--- config.mk ---
export PLATFORM = sky130hd
export DESIGN_NAME = hazard_forward_unit
export DESIGN_NICKNAME = d
export VERILOG_FILES = /design/src/rtl/hazard_forward_unit_pkg.sv /design/src/rtl/hazard_forward_unit_fwd_match.sv /design/src/rtl/hazard_forward_unit.sv
export SDC_FILE = /design/constraint.sdc
export NUM_CORES = 1
export LEC_CHECK = 0
export ABC_AREA = 1
export CORE_MARGIN = 2
export CORE_UTILIZATION = 40
export DETAILED_ROUTE_END_ITERATION = 16
export SYNTH_ARGS = -nofsm -noshare
export SYNTH_HDL_FRONTEND = slang
export SYNTH_SLANG_ARGS = --single-unit
--- constraint.sdc ---
create_clock -name clk -period 2.2 [get_ports clk]
set_clock_uncertainty 0.15 [all_clocks]
set_input_delay 0.44 -clock clk [delete_from_list [all_inputs] [get_ports clk]]
set_output_delay 0.44 -clock clk [all_outputs]
set_load 0.03 [all_outputs]
--- src/rtl/hazard_forward_unit_pkg.sv ---
// Shared types and select encoding for the hazard/forwarding unit.
// FWD_POST_WB_EN enables the post-writeback stage record in the top.
package hazard_forward_unit_pkg;

    localparam logic [1:0] FWD_RF  = 2'd0;
    localparam logic [1:0] FWD_MEM = 2'd1;
    localparam logic [1:0] FWD_WB  = 2'd2;
    localparam logic [1:0] FWD_PWB = 2'd3;

    typedef enum logic {
        RUN,
        STALL
    } fsm_state_t;

    typedef struct packed {
        logic       valid;
        logic [4:0] rd;
        logic       reg_write;
        logic       mem_read;
    } stage_rec_t;

    typedef struct packed {
        logic       valid;
        logic [4:0] rd;
        logic       reg_write;
        logic       mem_read;
        logic [4:0] rs1;
        logic [4:0] rs2;
    } ex_rec_t;

    function automatic stage_rec_t ex_to_stage(input ex_rec_t ex);
        return '{valid: ex.valid, rd: ex.rd, reg_write: ex.reg_write, mem_read: ex.mem_read};
    endfunction

    function automatic logic can_forward(input stage_rec_t rec);
        return rec.valid && rec.reg_write;
    endfunction

endpackage

--- src/rtl/hazard_forward_unit_fwd_match.sv ---
// Priority select for one EX source register: MEM, then WB, then PWB (FWD_POST_WB_EN).
module fwd_match
    import hazard_forward_unit_pkg::*;
(
    input  logic [4:0] rs,
    input  logic       mem_en,
    input  logic [4:0] mem_rd,
    input  logic       wb_en,
    input  logic [4:0] wb_rd,
`ifdef FWD_POST_WB_EN
    input  logic       pwb_en,
    input  logic [4:0] pwb_rd,
`endif
    output logic [1:0] sel
);

    // x0 is never forwarded, so a zero source short-circuits every stage match
    always_comb begin
        sel = FWD_RF;
        if (rs != '0) begin
            if (mem_en && mem_rd == rs)
                sel = FWD_MEM;
            else if (wb_en && wb_rd == rs)
                sel = FWD_WB;
`ifdef FWD_POST_WB_EN
            else if (pwb_en && pwb_rd == rs)
                sel = FWD_PWB;
`endif
        end
    end

endmodule

--- src/rtl/hazard_forward_unit.sv ---
// Load-use stall detection and ALU operand forwarding selects; no datapath.
// FWD_POST_WB_EN adds the post-writeback record and select 3.
module hazard_forward_unit
    import hazard_forward_unit_pkg::*;
(
    input  logic        clk,
    input  logic        reset_n,
    input  logic        id_valid,
    input  logic [4:0]  id_rs1,
    input  logic [4:0]  id_rs2,
    input  logic [4:0]  id_rd,
    input  logic        id_reg_write,
    input  logic        id_mem_read,
    input  logic        flush,
    output logic [1:0]  fwd_a_sel,
    output logic [1:0]  fwd_b_sel,
    output logic        stall,
    output logic [15:0] stall_count
);

    ex_rec_t    ex_q;
    stage_rec_t mem_q;
    stage_rec_t wb_q;
`ifdef FWD_POST_WB_EN
    stage_rec_t pwb_q;
    logic       unused_pwb_mem_read;
    assign unused_pwb_mem_read = pwb_q.mem_read;
`else
    logic       unused_wb_mem_read;
    assign unused_wb_mem_read = wb_q.mem_read;
`endif

    fsm_state_t  state_q, state_d;
    logic        load_use;
    logic        count_inc;
    logic [15:0] stall_count_q;
    logic        mem_fwd_en;

    always_comb begin
        load_use = id_valid && ex_q.valid && ex_q.mem_read && (ex_q.rd != '0)
                   && ((ex_q.rd == id_rs1) || (ex_q.rd == id_rs2));
    end

    assign stall = load_use && !flush;

    always_ff @(posedge clk) begin
        if (!reset_n) begin
            ex_q  <= '0;
            mem_q <= '0;
            wb_q  <= '0;
`ifdef FWD_POST_WB_EN
            pwb_q <= '0;
`endif
        end else begin
            if (stall || flush)
                ex_q <= '0;
            else
                ex_q <= '{valid: id_valid, rd: id_rd, reg_write: id_reg_write,
                          mem_read: id_mem_read, rs1: id_rs1, rs2: id_rs2};
            mem_q <= ex_to_stage(ex_q);
            wb_q  <= mem_q;
`ifdef FWD_POST_WB_EN
            pwb_q <= wb_q;
`endif
        end
    end

    always_ff @(posedge clk) begin
        if (!reset_n)
            state_q <= RUN;
        else
            state_q <= state_d;
    end

    always_comb begin
        state_d = state_q;
        case (state_q)
            RUN:     if (stall) state_d = STALL;
            STALL:   state_d = RUN;
            default: state_d = RUN;
        endcase
    end

    always_comb begin
        count_inc = (state_q == RUN) && (state_d == STALL);
    end

    always_ff @(posedge clk) begin
        if (!reset_n)
            stall_count_q <= '0;
        else if (count_inc && stall_count_q != '1)
            stall_count_q <= stall_count_q + 16'd1;
    end

    assign stall_count = stall_count_q;

    // Load data is not ready in MEM; it is picked up from WB one cycle later
    assign mem_fwd_en = can_forward(mem_q) && !mem_q.mem_read;

    fwd_match u_match_a (
        .rs     (ex_q.rs1),
        .mem_en (mem_fwd_en),
        .mem_rd (mem_q.rd),
        .wb_en  (can_forward(wb_q)),
        .wb_rd  (wb_q.rd),
`ifdef FWD_POST_WB_EN
        .pwb_en (can_forward(pwb_q)),
        .pwb_rd (pwb_q.rd),
`endif
        .sel    (fwd_a_sel)
    );

    fwd_match u_match_b (
        .rs     (ex_q.rs2),
        .mem_en (mem_fwd_en),
        .mem_rd (mem_q.rd),
        .wb_en  (can_forward(wb_q)),
        .wb_rd  (wb_q.rd),
`ifdef FWD_POST_WB_EN
        .pwb_en (can_forward(pwb_q)),
        .pwb_rd (pwb_q.rd),
`endif
        .sel    (fwd_b_sel)
    );

endmodule

==> flow_metrics.py <==
metrics = {
    "drt": {
        "vias": 2256,
        "drt_iter0_markers": 82,
        "post-route-drc-count": 0,
        "antenna_left": 0,
        "dr.pass1.iters": 4,
        "wl_mm": 5.56,
        "avgViaCountPerCell": 4.53,
        "wl_per_cell_um": 11.2,
    },
    "final_layout": {
        "layout_commonest_cell": "nand2_1",
        "fin_nets": 444,
        "n_antenna_cell": 0,
        "stdcell_count": 498,
        "drive_above_1_share_pct": 16.8,
        "fin_area_um2": 3260,
        "final_cell_mix": "nand2_1, nor2_1, inv_1",
        "syn_to_final_growth_pct": 35.0,
    },
    "setup_path": {
        "worstPathMaxFanout": 3,
        "required_ps": 1610,
        "arrival_ps": 1550,
        "crit_type": "reg -> out",
        "endpoint_kind": "primary output",
        "startpoint_type": "flop",
    },
    "logic_synthesis": {
        "synth_top_family_by_area": "simple AND/OR/NAND/NOR gates",
        "synth_cells": 359,
        "yosys_warnings": 0,
        "avgSynthCellArea_um2": 6.73,
        "synth-simple-area-share_pct": 34.5,
        "yosysTopAreaCell": "dfxtp_1",
        "synth_area_um2": 2420,
        "ys_seq_area_share_pct": 41.4,
        "netlist.area_leader.share_pct": 41.4,
        "synth.ff_latch_count": 50,
        "synthAdderAreaFrac_pct": 0.518,
        "synth_xor_xnor_area_share_pct": 3.26,
        "synth.distinct_cells": 33,
        "muxShareOfSynthArea_pct": 0,
        "synth_compound_gate_area_share_pct": 6.99,
        "synth.net_count": 381,
        "ys_top_cells_by_area": "dfxtp_1, nand2_1, nor2_1",
    },
    "pwr": {
        "p_comb_share_pct": 9.1,
        "clock_power_share_pct": 36.7,
        "p_per_area_nw_per_um2": 533,
        "leakage_nw": 1.68,
        "p_sw_mw": 0.393,
        "swShare_pct": 22.6,
        "ir_worst_vdd_mv": 0.332,
        "pwr-share-seq_pct": 54.3,
        "internal_power_mw": 1.35,
    },
    "die": {
        "die-area_um2": 6680,
        "die_x_um": 81.7,
        "initial_core_util_pct": 41.1,
        "core_um2": 5890,
        "die_h_um": 81.7,
        "io_pins": 42,
        "rows": 28,
    },
    "clocking": {
        "numClockSinks": 50,
        "cts_tree": "built",
        "clkTransAtPathRegs_ps": 90,
        "cts-root-buf": "clkbuf_8",
        "hold_buffers": 0,
        "clkLatencyLatePin_ps": 300,
        "htreeDepth": 2,
        "cts_buffers": 5,
        "clockBufferDepth": 2,
    },
    "global_routing": {
        "grt_overflow": 0,
        "grt.total_usage_pct": 17.4,
        "grt_pass1_vias": 2041,
        "grt_max_degree": 30,
        "antenna_found_initial": 0,
        "grt_pass1_wl_mm": 9.01,
    },
    "placed_design": {
        "portBuffers": 41,
        "dpl.cell_count": 483,
        "place.gp.congestion": 0.847,
        "dpl_cell_area_um2": 3010,
        "dp_hpwl_mm": 3.89,
    },
    "sta": {
        "period_minus_slack_ps": 2140,
        "finalSetupViolCount": 0,
        "worst_pin_slew_ps": 375,
        "rsz0062_at_grt": "yes",
        "slew_violations": 0,
        "timing.final.crit_share_pct": 97.1,
        "hold_violations": 0,
        "relSlewSlack_pct": 75.0,
        "max_freq_ghz": 0.468,
    },
    "run_status": {
        "outcome": "completed",
    },
    "flow_run": {
        "drv_cap": 0,
    },
    "worst_hold_path": {
        "hp-class": "in -> reg",
    },
}
## repair_timing
action                     in CTS  in global routing
gates resized for setup        18                 27
pin swaps                       6                  9
setup endpoints to repair       4                 21
buffers inserted                3                  1
gates cloned                    0                  3
## routing by layer
layer  wire length [um]  up-vias  GRT usage [%]
li1                   -     1219              -
met1               2790      990           23.5
met2               2510       42           28.3
met3                198        5           3.74
met4                 63        0           4.50
met5                  0        -              0
## path summary, 6_finish.rpt
check | start | end | slack [ps] | cells after the start
max | ex_q[9]$_SDFF_PP0_ | fwd_a_sel[0] | 60 | 7
min | id_valid | ex_q[17]$_SDFF_PP0_ | 250 | 3
max reg2reg | ex_q[15]$_SDFF_PP0_ | stall_count[14]$_SDFFE_PN0P_ | 120 | 14
min reg2reg | ex_q[11]$_SDFF_PP0_ | mem_q[1]$_SDFF_PN0_ | 270 | 2
## cell type report
class | instances | area (um2)
fillers | 580 | 2620
multi-input cells | 230 | 1130
flip-flops and latches | 50 | 1010
repair buffers | 64 | 652
inverters | 71 | 267
well taps | 75 | 93.8
clock buffers | 6 | 72.6
clock inverters | 2 | 37.5
## kinds of logic (layout without fill, tap and decap cells)
family,after synthesis,count (layout)
and+or+nand+nor,197,197
buffers and inverters,79,143
DFF,50,50
AOI/OAI and AO/OA,23,23
xor gates and xnor gates,9,9
adders and majority gates,1,1
## synth_stat cells
library cell	n
a211oi_1	1
xnor2_1	4
nor4_1	3
nor2_1	70
dfxtp_1	50
inv_2	4
o21ai_0	2
nand4_1	4
nand3_1	27
nor3_1	7
inv_1	66
xor2_1	5
buf_12	1
clkinv_1	1
buf_2	2
nand2_2	1
o2111ai_1	1
nand3b_1	2
nor2_2	1
a221oi_1	1
buf_1	1
a21oi_2	10
a21oi_1	4
o21bai_1	1
nand2_1	77
ha_1	1
clkbuf_1	3
or2_2	1
nor3b_1	1
nand3_2	2
buf_6	1
and3_1	1
o22ai_1	3
## power by group through the flow
stage / Sequential, mW / Combinational [mW] / Clock [mW]
after floorplan: 0.957 / 0.0831 / 0
after global placement: 0.963 / 0.155 / 0
after detailed placement: 0.963 / 0.157 / 0
after CTS: 0.942 / 0.155 / 0.655
after global routing: 0.947 / 0.178 / 0.705
final: 0.943 / 0.158 / 0.638
## state kept, by name (all words and copies together) (netlist names)
name and count:
ex_q 18, mem_q 8, stall_count 16, state_q 1, wb_q 7
## stage by stage
step                total power [mW]  TNS, ps  setup WS [ps]  hold slack [ps]  util, %
finish                          1.74        0           62.8              247     55.5
global route                    1.83     -117          -71.4              253     55.5
CTS                             1.75        0           1.83              278     53.2
detailed placement              1.12    -1170          -75.1              257     51.1
global placement                1.12     -691          -52.4              243     51.1
floorplan                       1.04        0            266              240        -
## critical path, cell delays in order, from the launching register on
cell      delay, ps
dfxtp_1         360
inv_1            90
o21ai_1          60
a221oi_1        200
nand2_1         100
buf_4           150
nor4_4          140
buf_6           160
No activity file was read; power rests on OpenSTA's default activity.
